==> src/rtl/av_test_pkg.sv <==
// Shared definitions for the audio/video test-pattern source.
//   mode_e     : pattern select encodings
//   bar_color  : colour-bar index -> {r,g,b} on/off mask
//   sync_level : applies sync polarity to an "in sync region" flag
package av_test_pkg;

  typedef enum logic [1:0] {
    ModeBars     = 2'd0,
    ModeChecker  = 2'd1,
    ModeGradient = 2'd2,
    ModeWhite    = 2'd3
  } mode_e;

  localparam int unsigned NumBars = 8;

  // Bar colours as {r,g,b} on/off, each bit expands to a full-scale component.
  localparam logic [2:0] BarWhite   = 3'b111;
  localparam logic [2:0] BarYellow  = 3'b110;
  localparam logic [2:0] BarCyan    = 3'b011;
  localparam logic [2:0] BarGreen   = 3'b010;
  localparam logic [2:0] BarMagenta = 3'b101;
  localparam logic [2:0] BarRed     = 3'b100;
  localparam logic [2:0] BarBlue    = 3'b001;
  localparam logic [2:0] BarBlack   = 3'b000;

  function automatic logic [2:0] bar_color(input logic [2:0] idx);
    logic [2:0] c;
    unique case (idx)
      3'd0:    c = BarWhite;
      3'd1:    c = BarYellow;
      3'd2:    c = BarCyan;
      3'd3:    c = BarGreen;
      3'd4:    c = BarMagenta;
      3'd5:    c = BarRed;
      3'd6:    c = BarBlue;
      default: c = BarBlack;
    endcase
    return c;
  endfunction

  function automatic logic sync_level(input logic in_sync, input logic active_low);
    return in_sync ^ active_low;
  endfunction

endpackage

==> src/rtl/av_pattern_generator_if.sv <==
// Output bus of the test-pattern source: registered video timing/pixels and audio samples.
//   master : driven by av_pattern_generator
//   slave  : consumed by the downstream video/audio encoders
interface av_pattern_generator_if #(
  parameter int unsigned COLOR_BITS = 8,
  parameter int unsigned AUDIO_BITS = 16
);
  logic                         hsync;
  logic                         vsync;
  logic                         de;
  logic        [COLOR_BITS-1:0] red;
  logic        [COLOR_BITS-1:0] green;
  logic        [COLOR_BITS-1:0] blue;
  logic signed [AUDIO_BITS-1:0] audio_left;
  logic signed [AUDIO_BITS-1:0] audio_right;
  logic                         audio_valid;

  modport master (
    output hsync, vsync, de, red, green, blue, audio_left, audio_right, audio_valid
  );
  modport slave (
    input hsync, vsync, de, red, green, blue, audio_left, audio_right, audio_valid
  );
endinterface

==> src/rtl/av_video_timing.sv <==
// Free-running raster timing: h/v counters, registered de/hsync/vsync.
//   clock, reset   : clock, synchronous active-high reset
//   h_o, v_o       : current counter position (unregistered view of state)
//   line_end_o     : h at last clock of line
//   frame_start_o  : counters at (0,0)
//   active_o       : current position inside active area
//   de_o/hsync_o/vsync_o : registered, one clock behind h_o/v_o
module av_video_timing
  import av_test_pkg::*;
#(
  parameter int unsigned H_ACTIVE        = 640,
  parameter int unsigned H_FRONT         = 16,
  parameter int unsigned H_SYNC          = 96,
  parameter int unsigned H_BACK          = 48,
  parameter int unsigned V_ACTIVE        = 480,
  parameter int unsigned V_FRONT         = 10,
  parameter int unsigned V_SYNC          = 2,
  parameter int unsigned V_BACK          = 33,
  parameter bit          SYNC_ACTIVE_LOW = 1'b1,
  localparam int unsigned H_TOTAL = H_ACTIVE + H_FRONT + H_SYNC + H_BACK,
  localparam int unsigned V_TOTAL = V_ACTIVE + V_FRONT + V_SYNC + V_BACK,
  localparam int unsigned HW      = $clog2(H_TOTAL),
  localparam int unsigned VW      = $clog2(V_TOTAL)
) (
  input  logic          clock,
  input  logic          reset,
  output logic [HW-1:0] h_o,
  output logic [VW-1:0] v_o,
  output logic          line_end_o,
  output logic          frame_start_o,
  output logic          active_o,
  output logic          de_o,
  output logic          hsync_o,
  output logic          vsync_o
);

  localparam logic [HW-1:0] HLast      = HW'(H_TOTAL - 1);
  localparam logic [HW-1:0] HActEnd    = HW'(H_ACTIVE);
  localparam logic [HW-1:0] HSyncFirst = HW'(H_ACTIVE + H_FRONT);
  localparam logic [HW-1:0] HSyncLast  = HW'(H_ACTIVE + H_FRONT + H_SYNC - 1);
  localparam logic [VW-1:0] VLast      = VW'(V_TOTAL - 1);
  localparam logic [VW-1:0] VActEnd    = VW'(V_ACTIVE);
  localparam logic [VW-1:0] VSyncFirst = VW'(V_ACTIVE + V_FRONT);
  localparam logic [VW-1:0] VSyncLast  = VW'(V_ACTIVE + V_FRONT + V_SYNC - 1);

  logic [HW-1:0] h_q, h_d;
  logic [VW-1:0] v_q, v_d;
  logic          line_end, active, in_hsync, in_vsync;

  always_comb begin
    line_end = (h_q == HLast);
    h_d      = line_end ? '0 : h_q + 1'b1;
    v_d      = v_q;
    if (line_end) begin
      v_d = (v_q == VLast) ? '0 : v_q + 1'b1;
    end
    active   = (h_q < HActEnd) && (v_q < VActEnd);
    in_hsync = (h_q >= HSyncFirst) && (h_q <= HSyncLast);
    in_vsync = (v_q >= VSyncFirst) && (v_q <= VSyncLast);
  end

  always_ff @(posedge clock) begin
    if (reset) begin
      h_q     <= '0;
      v_q     <= '0;
      de_o    <= 1'b0;
      hsync_o <= sync_level(1'b0, SYNC_ACTIVE_LOW);
      vsync_o <= sync_level(1'b0, SYNC_ACTIVE_LOW);
    end else begin
      h_q     <= h_d;
      v_q     <= v_d;
      de_o    <= active;
      hsync_o <= sync_level(in_hsync, SYNC_ACTIVE_LOW);
      vsync_o <= sync_level(in_vsync, SYNC_ACTIVE_LOW);
    end
  end

  assign h_o           = h_q;
  assign v_o           = v_q;
  assign line_end_o    = line_end;
  assign frame_start_o = (h_q == '0) && (v_q == '0);
  assign active_o      = active;

endmodule

==> src/rtl/av_pattern_generator.sv <==
// Audio/video test-pattern source: raster timing, selectable video pattern,
// stereo square-wave tone on a fixed sample strobe, frame-rate blink.
//   clock, reset  : clock, synchronous active-high reset
//   mode          : 0 bars, 1 checkerboard, 2 gradient, 3 solid white (frame-latched)
//   audio_enable  : 1 = tone, 0 = zero samples (tone phase keeps running)
//   av            : video timing/pixels and audio samples (master modport)
//   blink         : toggles every BLINK_FRAMES frames
module av_pattern_generator
  import av_test_pkg::*;
#(
  parameter int unsigned H_ACTIVE        = 640,
  parameter int unsigned H_FRONT         = 16,
  parameter int unsigned H_SYNC          = 96,
  parameter int unsigned H_BACK          = 48,
  parameter int unsigned V_ACTIVE        = 480,
  parameter int unsigned V_FRONT         = 10,
  parameter int unsigned V_SYNC          = 2,
  parameter int unsigned V_BACK          = 33,
  parameter bit          SYNC_ACTIVE_LOW = 1'b1,
  parameter int unsigned COLOR_BITS      = 8,
  parameter int unsigned AUDIO_BITS      = 16,
  parameter int unsigned SAMPLE_DIV      = 525,
  parameter int unsigned TONE_HALF       = 24,
  parameter logic [AUDIO_BITS-1:0] AMPLITUDE = 16'h2000,
  parameter int unsigned BLINK_FRAMES    = 30
) (
  input  logic                   clock,
  input  logic                   reset,
  input  logic [1:0]             mode,
  input  logic                   audio_enable,
  av_pattern_generator_if.master av,
  output logic                   blink
);

  localparam int unsigned H_TOTAL = H_ACTIVE + H_FRONT + H_SYNC + H_BACK;
  localparam int unsigned V_TOTAL = V_ACTIVE + V_FRONT + V_SYNC + V_BACK;
  localparam int unsigned HW      = $clog2(H_TOTAL);
  localparam int unsigned VW      = $clog2(V_TOTAL);
  localparam int unsigned SW      = $clog2(SAMPLE_DIV + 1);
  localparam int unsigned TW      = $clog2(TONE_HALF + 1);
  localparam int unsigned FW      = $clog2(BLINK_FRAMES + 1);

  localparam logic [HW-1:0] BarLast = HW'(H_ACTIVE / NumBars - 1);
  localparam logic [SW-1:0] SLast   = SW'(SAMPLE_DIV - 1);
  localparam logic [TW-1:0] TLast   = TW'(TONE_HALF - 1);
  localparam logic [FW-1:0] FLast   = FW'(BLINK_FRAMES - 1);
  localparam logic [AUDIO_BITS-1:0] AmpNeg = (~AMPLITUDE) + 1'b1;

  logic [HW-1:0] h;
  logic [VW-1:0] v;
  logic          line_end, frame_start, active;

  av_video_timing #(
    .H_ACTIVE        (H_ACTIVE),
    .H_FRONT         (H_FRONT),
    .H_SYNC          (H_SYNC),
    .H_BACK          (H_BACK),
    .V_ACTIVE        (V_ACTIVE),
    .V_FRONT         (V_FRONT),
    .V_SYNC          (V_SYNC),
    .V_BACK          (V_BACK),
    .SYNC_ACTIVE_LOW (SYNC_ACTIVE_LOW)
  ) u_timing (
    .clock         (clock),
    .reset         (reset),
    .h_o           (h),
    .v_o           (v),
    .line_end_o    (line_end),
    .frame_start_o (frame_start),
    .active_o      (active),
    .de_o          (av.de),
    .hsync_o       (av.hsync),
    .vsync_o       (av.vsync)
  );

  // Pattern: mode is taken live on the frame-start cycle so pixel (0,0) already uses it.
  mode_e                  mode_q, mode_cur;
  logic [HW-1:0]          bar_cnt_q;
  logic [2:0]             bar_idx_q;
  logic [2:0]             bar_rgb;
  logic                   checker_white;
  logic [COLOR_BITS-1:0]  r_d, g_d, b_d;

  assign mode_cur      = frame_start ? mode_e'(mode) : mode_q;
  assign bar_rgb       = bar_color(bar_idx_q);
  assign checker_white = ((6'(h) ^ 6'(v)) & 6'h20) == 6'h00;

  always_comb begin
    r_d = '0;
    g_d = '0;
    b_d = '0;
    if (active) begin
      unique case (mode_cur)
        ModeBars: begin
          r_d = {COLOR_BITS{bar_rgb[2]}};
          g_d = {COLOR_BITS{bar_rgb[1]}};
          b_d = {COLOR_BITS{bar_rgb[0]}};
        end
        ModeChecker: begin
          r_d = {COLOR_BITS{checker_white}};
          g_d = r_d;
          b_d = r_d;
        end
        ModeGradient: begin
          r_d = COLOR_BITS'(h);
          g_d = r_d;
          b_d = r_d;
        end
        ModeWhite: begin
          r_d = '1;
          g_d = '1;
          b_d = '1;
        end
      endcase
    end
  end

  // Bar index tracks h with a width counter; the last bar saturates and absorbs the remainder.
  always_ff @(posedge clock) begin
    if (reset || line_end) begin
      bar_cnt_q <= '0;
      bar_idx_q <= '0;
    end else if (bar_cnt_q == BarLast) begin
      bar_cnt_q <= '0;
      if (bar_idx_q != 3'd7) bar_idx_q <= bar_idx_q + 1'b1;
    end else begin
      bar_cnt_q <= bar_cnt_q + 1'b1;
    end
  end

  always_ff @(posedge clock) begin
    if (reset) begin
      mode_q   <= ModeBars;
      av.red   <= '0;
      av.green <= '0;
      av.blue  <= '0;
    end else begin
      mode_q   <= mode_cur;
      av.red   <= r_d;
      av.green <= g_d;
      av.blue  <= b_d;
    end
  end

  // Audio: the right channel flips each time the left returns to positive.
  logic [SW-1:0] samp_q;
  logic [TW-1:0] tone_cnt_q;
  logic          left_neg_q, right_neg_q, strobe;

  assign strobe = (samp_q == SLast);

  always_ff @(posedge clock) begin
    if (reset) begin
      samp_q         <= '0;
      tone_cnt_q     <= '0;
      left_neg_q     <= 1'b0;
      right_neg_q    <= 1'b0;
      av.audio_valid <= 1'b0;
      av.audio_left  <= '0;
      av.audio_right <= '0;
    end else begin
      av.audio_valid <= strobe;
      samp_q         <= strobe ? '0 : samp_q + 1'b1;
      if (strobe) begin
        av.audio_left  <= audio_enable ? (left_neg_q ? AmpNeg : AMPLITUDE) : '0;
        av.audio_right <= audio_enable ? (right_neg_q ? AmpNeg : AMPLITUDE) : '0;
        if (tone_cnt_q == TLast) begin
          tone_cnt_q <= '0;
          left_neg_q <= ~left_neg_q;
          if (left_neg_q) right_neg_q <= ~right_neg_q;
        end else begin
          tone_cnt_q <= tone_cnt_q + 1'b1;
        end
      end
    end
  end

  // Blink: the first frame start after reset counts as frame 1.
  logic [FW-1:0] frame_cnt_q;

  always_ff @(posedge clock) begin
    if (reset) begin
      frame_cnt_q <= '0;
      blink       <= 1'b0;
    end else if (frame_start) begin
      if (frame_cnt_q == FLast) begin
        frame_cnt_q <= '0;
        blink       <= ~blink;
      end else begin
        frame_cnt_q <= frame_cnt_q + 1'b1;
      end
    end
  end

endmodule

==> src/flat_wrapper.sv <==
// flat-port wrapper written by rule: the top's interface ports become plain ports
module av_pattern_generator_flat import av_test_pkg::*;
#(
  parameter int unsigned H_ACTIVE        = 640,
  parameter int unsigned H_FRONT         = 16,
  parameter int unsigned H_SYNC          = 96,
  parameter int unsigned H_BACK          = 48,
  parameter int unsigned V_ACTIVE        = 480,
  parameter int unsigned V_FRONT         = 10,
  parameter int unsigned V_SYNC          = 2,
  parameter int unsigned V_BACK          = 33,
  parameter bit          SYNC_ACTIVE_LOW = 1'b1,
  parameter int unsigned COLOR_BITS      = 8,
  parameter int unsigned AUDIO_BITS      = 16,
  parameter int unsigned SAMPLE_DIV      = 525,
  parameter int unsigned TONE_HALF       = 24,
  parameter logic [AUDIO_BITS-1:0] AMPLITUDE = 16'h2000,
  parameter int unsigned BLINK_FRAMES    = 30
)
  (clock, reset, mode, audio_enable, blink, av_hsync, av_vsync, av_de, av_red, av_green, av_blue, av_audio_left, av_audio_right, av_audio_valid);
  av_pattern_generator_if #(.COLOR_BITS(COLOR_BITS), .AUDIO_BITS(AUDIO_BITS)) av_i ();
  input  logic clock;
  input  logic reset;
  input  logic [1:0] mode;
  input  logic audio_enable;
  output logic blink;
  output wire logic [$bits(av_i.hsync)-1:0] av_hsync;
  output wire logic [$bits(av_i.vsync)-1:0] av_vsync;
  output wire logic [$bits(av_i.de)-1:0] av_de;
  output wire logic [$bits(av_i.red)-1:0] av_red;
  output wire logic [$bits(av_i.green)-1:0] av_green;
  output wire logic [$bits(av_i.blue)-1:0] av_blue;
  output wire logic [$bits(av_i.audio_left)-1:0] av_audio_left;
  output wire logic [$bits(av_i.audio_right)-1:0] av_audio_right;
  output wire logic [$bits(av_i.audio_valid)-1:0] av_audio_valid;
  assign av_hsync = av_i.hsync;
  assign av_vsync = av_i.vsync;
  assign av_de = av_i.de;
  assign av_red = av_i.red;
  assign av_green = av_i.green;
  assign av_blue = av_i.blue;
  assign av_audio_left = av_i.audio_left;
  assign av_audio_right = av_i.audio_right;
  assign av_audio_valid = av_i.audio_valid;
  av_pattern_generator #(.H_ACTIVE(H_ACTIVE), .H_FRONT(H_FRONT), .H_SYNC(H_SYNC), .H_BACK(H_BACK), .V_ACTIVE(V_ACTIVE), .V_FRONT(V_FRONT), .V_SYNC(V_SYNC), .V_BACK(V_BACK), .SYNC_ACTIVE_LOW(SYNC_ACTIVE_LOW), .COLOR_BITS(COLOR_BITS), .AUDIO_BITS(AUDIO_BITS), .SAMPLE_DIV(SAMPLE_DIV), .TONE_HALF(TONE_HALF), .AMPLITUDE(AMPLITUDE), .BLINK_FRAMES(BLINK_FRAMES)) u_core (.clock(clock), .reset(reset), .mode(mode), .audio_enable(audio_enable), .av(av_i), .blink(blink));
endmodule
==> config.mk <==
export PLATFORM = sky130hd
export DESIGN_NAME = av_pattern_generator_flat
export DESIGN_NICKNAME = d
export VERILOG_FILES = /design/src/rtl/av_test_pkg.sv /design/src/rtl/av_pattern_generator_if.sv /design/src/rtl/av_video_timing.sv /design/src/rtl/av_pattern_generator.sv /design/src/flat_wrapper.sv
export SDC_FILE = /design/constraint.sdc
export NUM_CORES = 1
export LEC_CHECK = 0
export CORE_UTILIZATION = 30
export DETAILED_ROUTE_END_ITERATION = 7
export PLACE_DENSITY_LB_ADDON = 0.08
export SLEW_MARGIN = 15
export SYNTH_ARGS = -nofsm -noshare
export SYNTH_HDL_FRONTEND = slang
export SYNTH_SLANG_ARGS = --single-unit
export TNS_END_PERCENT = 50
==> constraint.sdc <==
create_clock -name clock -period 2.1 [get_ports clock]
set_input_delay 0.42 -clock clock [delete_from_list [all_inputs] [get_ports clock]]
set_output_delay 0.42 -clock clock [all_outputs]
set_load 0.005 [all_outputs]
Word-level counts from Yosys, hierarchy flattened
Cells that the tools add are included.

storage, ports and cells
  output and inout bits = 61
  word-level logic and storage cells = 86
  input bits = 5
  register bits = 118

cells by class
  equal/unequal tests = 16
  $lt $le $gt $ge = 6
  bitwise operators = 7
  muxes and demuxes = 12
  reductions and logical operators = 18
  add/sub/neg operators = 7

operators by type and width
  cell                     count
  $pmux W8 S4              3
  $mux W16                 4
  $add A10 B1 Y10 const B  4
  $eq A10 B10 Y1 const B   3
  $pmux W3 S7              1
  $logic_not A10 Y1        2
  $add A5 B1 Y5 const B    2
  $eq A10 B7 Y1 const B    1
  $eq A5 B5 Y1 const B     2
  $ge A10 B10 Y1 const B   1
  $ge A10 B9 Y1 const B    1
  $le A10 B10 Y1 const B   1
  $le A10 B9 Y1 const B    1
  $lt A10 B10 Y1 const B   1
  $lt A10 B9 Y1 const B    1
  $mux W10                 1
  $mux W5                  2
  $eq A3 B3 Y1 const B     3
  $reduce_or A2 Y1         4
  $eq A3 B2 Y1 const B     2
  $logic_not A6 Y1         1
  $not A1 Y1               6
  $reduce_and A2 Y1        3
  $xor A6 B6 Y6            1
  11 further kinds         15

Longest topological paths before layout
Gate-level depths: netlist of the first run.

  word-level depth = 5
  mapped depth = 8
  mapped depth without buffers = 7

By module
Synthesis of the first run repeated with hierarchy kept, for this count alone.

second synthesis, totals
  cell total of the unflattened synthesis = 457
  area total of the unflattened synthesis = 4167.7 µm²

modules (own cells, without submodules)
  module                instances  area each (µm²)  cells each  sequential area each (µm²)
  av_pattern_generator  1          2985.4           321         1321.3
  av_video_timing       1          1182.4           136         460.4

Least setup slack after synthesis of the first run
No wires, ideal clock.

  path kind = register -> register
  start = register u_core.u_timing.h_q[0], in the netlist u_core.u_timing.h_o[0]
  end = register u_core.u_timing.v_q[9], in the netlist u_core.u_timing.v_o[9]
  stages on the path, launching flop included = 8
  data arrival time = 1761 ps
  required time = 1980 ps
  buffers on the path = 1
  setup slack = 219 ps
  library setup time = 120 ps
  clock period less this slack = 1881 ps
  cells stage by stage = dfxtp_1 -> ha_1 -> and3_1 -> clkbuf_2 -> nand3_1 -> or4_1 -> xnor2_1 -> nor2_1

on the way
  longest elaborated chain between the ends = 1

ends and longest elaborated chain
  what                    line                   text
  start, declared         av_video_timing.sv:46  logic [HW-1:0] h_q, h_d;
  start signal, assigned  av_video_timing.sv:64  h_q <= '0;
  start signal, assigned  av_video_timing.sv:70  h_q <= h_d;
  $eq A10 B10 Y1          av_video_timing.sv:51  line_end = (h_q == HLast);
  end signal, assigned    av_video_timing.sv:71  v_q <= v_d;
  end, declared           av_video_timing.sv:47  logic [VW-1:0] v_q, v_d;

Every way passes these cells.
A chain may end at the register's enable or synchronous reset.

Worst setup path in the final report of the first run
  start = register u_core.bar_idx_q[1]
  end = register u_core.av.blue[6]

on the way
  longest elaborated chain between the ends = 3
  elaborated cells on any way between the ends = 9
  those cells by class = eq/ne (6); mux (2); reduce/logical (1)

ends and longest elaborated chain
  what                                  line                           text
  start, declared                       av_pattern_generator.sv:79     logic [2:0] bar_idx_q;
  start signal, assigned                av_pattern_generator.sv:125    if (bar_idx_q != 3'd7) bar_idx_q <= bar_idx_q + 1'b1;
  $eq A3 B3 Y1 (tied with other cells)  av_test_pkg.sv:28              unique case (idx)
  $pmux W3 S7 *                         av_test_pkg.sv:28
  $pmux W8 S4 *                         av_pattern_generator.sv:93     unique case (mode_cur)
  end signal, assigned                  av_pattern_generator.sv:136    av.blue <= '0;
  end signal, assigned                  av_pattern_generator.sv:141    av.blue <= b_d;
  end, declared                         av_pattern_generator_if.sv:19  output hsync, vsync, de, red, green, blue, audio_left, audio_right, audio_valid

Every way passes the cells marked *; elsewhere a longest branch is shown, timed or not.

==> summary.md, run 1 <==
| Metric | Value |
|---|---|
| Number of synthesized flops with an enable pin | `0` |
| Fill count | `1380` |
| Asr flop ratio synth | `0` |
| Largest cells by area after synthesis | `dfxtp_1 (42%), nor2_1 (5.6%), o211a_1 (5.2%)` |
| Die Footprint | `0.0147 mm^2` |
| I/O Pins | `66` |
| FF+latch count, synth | `89` |
| Yosys cell types | `59` |
| Global placer's final weighted congestion | `0.745` |
| FMAX | `0.506 GHz` |
| Largest net degree at the start of global routing | `23` |
| Most common cell in the netlist | `dfxtp_1` |
| H-tree levels | `3` |
| Gr usage total | `0.137` |
| Final WS setup | `124 ps` |
| Worst clock skew | `7.03 ps` |
| WL/cell | `12.9 um` |
| Placed cells | `691` |
| GR Util met2 | `0.206` |
| Sink Count | `89` |
| Pwr/cell area | `739 mW/mm^2` |
| Crit. End Element | `flip-flop` |
| Layout cells sized above 1 | `0.166` |
| Met1 GRT Util | `0.183` |
| Clk Latency, worst-skew pair | `350 ps` |
| Synth Warn # | `0` |
| Hold Vio Cnt, Final | `0` |
| Leak | `2.22 nW` |
| Max Cap Viol | `0` |
| Hold crit path type | `reg -> reg` |
| VDD IR max | `0.442 mV` |
| Antenna-violating nets left | `0` |
| Synth-to-Final Area Change | `25.9%` |
| CP startpoint | `u_core.bar_idx_q[1]` |
| Syn Std Cell Area | `0.00426 mm^2` |
| Req. time, crit path | `2340 ps` |
| CP Class | `reg -> reg` |
| Num rows | `43` |
| Finished Core Util | `0.386` |
| Drc violations | `0` |
| Clock root cell | `clkbuf_16` |
| Diodes inserted | `0` |
| Worst setup SP type | `flip-flop` |
| Vias | `3240` |
| First-pass GRT wire length | `15500 um` |
| Total Wirelength | `9150 um` |
| Total Nets Final | `546` |
| Worst hold slack | `448 ps` |
| Vias per cell | `4.56` |
| Top cell type's share of synthesized area | `0.418` |
| Multi-input logic area | `0.00218 mm^2` |
| Clk buf depth | `2` |
| Drt initial violations | `116` |
| Vias in the first global route | `3106` |
| Die Ht | `121 um` |
| Slew Limit Fails | `0` |
| Grt peak-use layer | `met2` |
| CTS clk-pin slew, worst paths | `70 ps` |
| Crit path max fanout | `7` |
| Final worst-path cycle share | `0.941` |
| CP arrival | `2220 ps` |
| Synth Instances | `451` |
| FF-to-FF setup slack | `120 ps` |
| Global route overflow | `0` |
| Num CTS Buffers | `9` |
| Status | `finished, final reports clean` |
| First-pass DRT Iterations | `4` |
| Post-route insts no fill | `710` |
| Initial antenna violation count | `0` |
| Final TNS setup | `0 ps` |
| Sequential-to-total area share from yosys stat | `0.418` |
| Most used DFF post-synth | `dfxtp_1` |
| Register area | `0.00178 mm^2` |
| Chip width | `121 um` |
| Input/output buffers | `39` |
| Minimum clock period after layout | `1980 ps` |
| RR Startpoint | `u_core.bar_idx_q[1]` |
| Mapped Avg Cell Area | `9.44 um^2` |
| Slew @ Worst Pin | `659 ps` |
| Initial core utilization | `0.307` |
| Worst Hold Launch | `u_core.bar_cnt_q[0]` |
| Most frequent cells after synthesis | `dfxtp_1 (89), nor2_1 (63), buf_4 (29)` |
| Core Box Area | `0.0139 mm^2` |
| Final HPWL DP | `6680 um` |
| Area leader, netlist | `dfxtp_1` |
| CTS tree | `yes` |
| Pre-CTS setup slack | `54.5 ps` |
| RSZ-0062 raised after global routing | `no` |
| Met3 Track Usage GR | `0.0442` |
| Slew HR | `0.558` |
| Final Setup Violations | `0` |
cells by family after synthesis:
| kind of cell | synth area share |
|---|---|
| buffers and inverters | 0.0931 |
| AOI/OAI and AO/OA | 0.140 |
| xor gates and xnor gates | 0.0781 |
| other | 0.000880 |
| DFF | 0.418 |
| and+or+nand+nor | 0.217 |
| muxes | 0.00470 |
| adders and majority gates | 0.0470 |
critical path: stages, from the launching register on:
cell and delay (ps):
dfxtp_1 380, inv_1 70, ha_1 190, buf_4 150
or3_1 360, nor3_1 160, buf_4 160, o311ai_4 90
buf_4 170, o211a_1 130
metal layers:
layer	vias up	part of all wire	wire [um]
li1	1656	-	-
met1	1514	0.51	4630
met2	62	0.44	4010
met3	8	0.043	392
met4	0	0.013	116
met5	-	0	0
final timing paths:
path	end	depth (start not counted)
worst max-delay path	u_core.av.blue[6]	9
worst min-delay path	u_core.bar_cnt_q[0]	1
worst max register to register	u_core.av.blue[6]	9
worst min register to register	u_core.bar_cnt_q[0]	1
what timing repair did:
item                                    CTS  global route
hold buffers                              0             0
endpoints found under the setup margin    0            15
resized for setup                         0             2
setup buffers                             0             3
through the flow:
| stage | cell area [um^2] | total power [mW] |
|---|---|---|
| after floorplan | 4350 | 2.07 |
| after global placement | 5000 | 2.23 |
| after detailed placement | 5000 | 2.23 |
| after CTS | 5330 | 4.04 |
| after global routing | 5360 | 4.15 |
| final | 5360 | 3.96 |
placed cells by master, fill, tap and decap left out, types with 2 or more instances in the layout:
| master | synthesis | routed |
|---|---|---|
| nand3b_1 | 5 | 5 |
| buf_4 | 29 | 46 |
| a2111oi_2 | 2 | 2 |
| nor3b_1 | 3 | 3 |
| or4_1 | 3 | 3 |
| o21ai_0 | 5 | 5 |
| a41oi_1 | 2 | 2 |
| clkinv_4 | 0 | 3 |
| nor3_1 | 8 | 8 |
| clkbuf_16 | 0 | 9 |
| bufinv_16 | 0 | 2 |
| buf_12 | 0 | 2 |
| or3_1 | 4 | 4 |
| ha_1 | 16 | 16 |
| nor2_1 | 63 | 63 |
| conb_1 | 1 | 26 |
| nand2_1 | 21 | 21 |
| o211a_1 | 22 | 22 |
| mux2i_1 | 2 | 2 |
| nand4_1 | 8 | 8 |
| a21oi_1 | 15 | 15 |
| xor2_1 | 21 | 21 |
| nor4_2 | 3 | 3 |
| nand3_1 | 24 | 24 |
| inv_1 | 18 | 18 |
| nand2b_1 | 4 | 4 |
| xnor2_1 | 17 | 17 |
| and3_1 | 9 | 9 |
| and4_1 | 2 | 2 |
| o311ai_4 | 2 | 2 |
| and2_1 | 4 | 4 |
| clkdlybuf4s50_1 | 0 | 39 |
| dfxtp_1 | 89 | 88 |
| o221a_2 | 3 | 3 |
cell type report:
type	instances	area share
Multi-Input combinational cell	320	0.407
Sequential cell	89	0.332
Timing Repair Buffer	87	0.145
Clock buffer	9	0.0420
Tap cell	180	0.0420
Clock inverter	7	0.0191
Inverter	18	0.0126
sequential cells by signal (all words and copies together), names as in the netlist:
register,cells
u_core.av.audio_left,1
u_core.av.audio_right,2
u_core.av.audio_valid,1
u_core.av.blue,8
u_core.av.green,8
u_core.av.red,8
u_core.bar_cnt_q,10
u_core.bar_idx_q,3
u_core.blink,1
u_core.frame_cnt_q,5
u_core.left_neg_q,1
u_core.mode_q,2
u_core.right_neg_q,1
u_core.samp_q,10
u_core.tone_cnt_q,5
u_core.u_timing.de_o,1
u_core.u_timing.h_o,10
u_core.u_timing.hsync_o,1
u_core.u_timing.v_o,10
u_core.u_timing.vsync_o,1
report_power, final:
group / leakage (nW) / switching [mW] / internal (mW)
clock: 0.156 / 0.725 / 1.05
sequential: 0.729 / 0.0438 / 1.76
combinational: 1.34 / 0.176 / 0.202
(Power assumes the default switching activity.)
==> inputs of run 2 (changes only) <==
--- a/config.mk
+++ b/config.mk
@@ -8,6 +8,7 @@
 export CORE_UTILIZATION = 30
 export DETAILED_ROUTE_END_ITERATION = 7
 export PLACE_DENSITY_LB_ADDON = 0.08
+export SETUP_SLACK_MARGIN = 0.2
 export SLEW_MARGIN = 15
 export SYNTH_ARGS = -nofsm -noshare
 export SYNTH_HDL_FRONTEND = slang
==> constraint.sdc (replaced) <==
create_clock -name clock -period 1.6 [get_ports clock]
set_input_delay 0.32 -clock clock [delete_from_list [all_inputs] [get_ports clock]]
set_output_delay 0.32 -clock clock [all_outputs]
set_load 0.005 [all_outputs]
==> run 2 against run 1 <==
Effect of this change:
- the flow now finishes with violations (negative setup slack)
- sequential share of layout area is 3.5 points lower
- worst hold slack gained 9.3 ps
- utilization increased by 5.3 points
- critical path depth fell by 2
- clock skew shrank 2.1 ps
- sequential cell count stayed put
- die area did not move
- sequential power grew 30%
- routed wire length increased by 4.8%
- final area is 14% higher
- non-clock buffer count grew 33
==> summary.md, run 2 (synthesis gave the netlist of run 1 again) <==
| Metric | Value |
|---|---|
| Clk Latency, worst-skew pair | `340 ps` |
| Max Cap Viol | `0` |
| Post-route insts no fill | `744` |
| Num rows | `43` |
| Hold Vio Cnt, Final | `0` |
| Register area | `0.00181 mm^2` |
| Final Setup Violations | `33` |
| FMAX | `0.518 GHz` |
| Failing checks | `negative setup slack` |
| Worst setup SP type | `flip-flop` |
| Synth-to-Final Area Change | `43.3%` |
| CTS clk-pin slew, worst paths | `70 ps` |
| Clk buf depth | `2` |
| Vias per cell | `4.51` |
| Multi-input logic area | `0.00263 mm^2` |
| Layout cells sized above 1 | `0.335` |
| CP arrival | `2220 ps` |
| Commonest cells after routing, fill and taps aside | `dfxtp_1 (71), nor2_1 (61), buf_4 (58), dlygate4sd2_1 (35), conb_1 (26)` |
| CTS Hold Buffers Added | `0` |
| Die Footprint | `0.0147 mm^2` |
| Vias in the first global route | `3249` |
| Minimum clock period after layout | `1930 ps` |
| Num CTS Buffers | `9` |
| Core Box Area | `0.0139 mm^2` |
| Crit path max fanout | `7` |
| Vias | `3356` |
| First-pass GRT wire length | `16100 um` |
| Status | `complete, but fails checks` |
| Total Nets Final | `580` |
| Hold crit path type | `reg -> reg` |
| Total Wirelength | `9590 um` |
| Pre-CTS setup slack | `-338 ps` |
| Final WS setup | `-329 ps` |
| Sink Count | `89` |
| Placed cells | `723` |
| Slew Limit Fails | `0` |
| Worst clock skew | `4.89 ps` |
| Req. time, crit path | `1890 ps` |
| Initial core utilization | `0.307` |
| Clock root cell | `clkbuf_16` |
| Die Ht | `121 um` |
| Slew @ Worst Pin | `575 ps` |
| Gr usage total | `0.142` |
| RSZ-0062 raised after global routing | `yes` |
| Chip width | `121 um` |
| Worst R2R Path Depth | `7` |
| Global placer's final weighted congestion | `0.779` |
| Largest net degree at the start of global routing | `23` |
| VDD IR max | `0.490 mV` |
| CTS tree | `yes` |
| I/O Pins | `66` |
| Finished Core Util | `0.440` |
| FF-to-FF setup slack | `-330 ps` |
| Leak | `2.53 nW` |
| Input/output buffers | `39` |
| Fill count | `1371` |
| Commonest non-fill, non-tap cell in the layout | `dfxtp_1` |
| Slew HR | `0.615` |
| H-tree levels | `3` |
| Worst hold stages | `1` |
| WL/cell | `12.9 um` |
| Drc violations | `0` |
| Diodes inserted | `0` |
| Initial antenna violation count | `0` |
| Drt initial violations | `128` |
| Final worst-path cycle share | `1.21` |
| Crit. End Element | `flip-flop` |
| Antenna-violating nets left | `0` |
| Pwr/cell area | `840 mW/mm^2` |
| Final TNS setup | `-8120 ps` |
| Final HPWL DP | `7020 um` |
| Global route overflow | `0` |
| CP Class | `reg -> reg` |
| First-pass DRT Iterations | `4` |
run 2: stage by stage:
stage	area (um^2)	hold slack (ps)	power (mW)
5_1_grt	6100	479	5.39
4_1_cts	6030	456	5.21
3_5_place_dp	5480	449	3.02
3_3_place_gp	5480	431	3.02
6_report	6100	457	5.13
2_1_floorplan	4590	418	2.75
run 2: final cells by class:
| cell class | instances | area share |
|---|---|---|
| multi-input cells | 321 | 0.430 |
| flip-flops and latches | 89 | 0.297 |
| repair buffers | 120 | 0.175 |
| clock buffers | 10 | 0.0391 |
| well taps | 180 | 0.0369 |
| inverters | 18 | 0.0111 |
| clock inverters | 6 | 0.0107 |
run 2: power by group:
part	leakage [nW]	total (mW)	switching [mW]	internal, mW
logic	1.64	0.606	0.296	0.311
clock network	0.149	2.17	0.908	1.26
registers	0.738	2.35	0.0449	2.31
total	2.53	5.13	1.25	3.88
run 2: final timing paths:
kind	startpoint	endpoint
worst max register to register	u_core.u_timing.v_o[4]	u_core.av.blue[2]
worst max-delay path	u_core.u_timing.v_o[4]	u_core.av.blue[2]
worst min register to register	u_core.bar_cnt_q[0]	u_core.bar_cnt_q[0]
worst min-delay path	u_core.bar_cnt_q[0]	u_core.bar_cnt_q[0]
run 2: critical path: stages, from the launching register on:
cell and delay (ps):
dfxtp_2 330, nor4_4 380, and4b_4 410, nand3_2 180, buf_4 180, o311ai_4 50, buf_4 190, o211a_1 150
run 2: timing repair:
| action | 4_1_cts | 5_1_grt |
|---|---|---|
| hold endpoints to repair | 0 | 0 |
| gates cloned | 1 | 0 |
| setup buffers | 4 | 0 |
| pin swaps | 32 | 20 |
| resized for setup | 99 | 14 |
| endpoints found under the setup margin | 104 | 78 |
run 2: per-layer routing:
metal | share of wire | global-route usage | vias to the layer above
li1 | - | - | 1735
met1 | 0.46 | 0.173 | 1573
met2 | 0.49 | 0.240 | 39
met3 | 0.030 | 0.0376 | 9
met4 | 0.015 | 0.0509 | 0
met5 | 0 | 0 | -
==> inputs of run 3 (changes only) <==
--- a/config.mk
+++ b/config.mk
@@ -7,6 +7,7 @@
 export LEC_CHECK = 0
 export CORE_UTILIZATION = 30
 export DETAILED_ROUTE_END_ITERATION = 7
+export GPL_ROUTABILITY_DRIVEN = 0
 export PLACE_DENSITY_LB_ADDON = 0.08
 export SETUP_SLACK_MARGIN = 0.2
 export SLEW_MARGIN = 15
==> results of run 3 <==
Same layout as run 2: the final DEF is identical, and so are final timing and power.
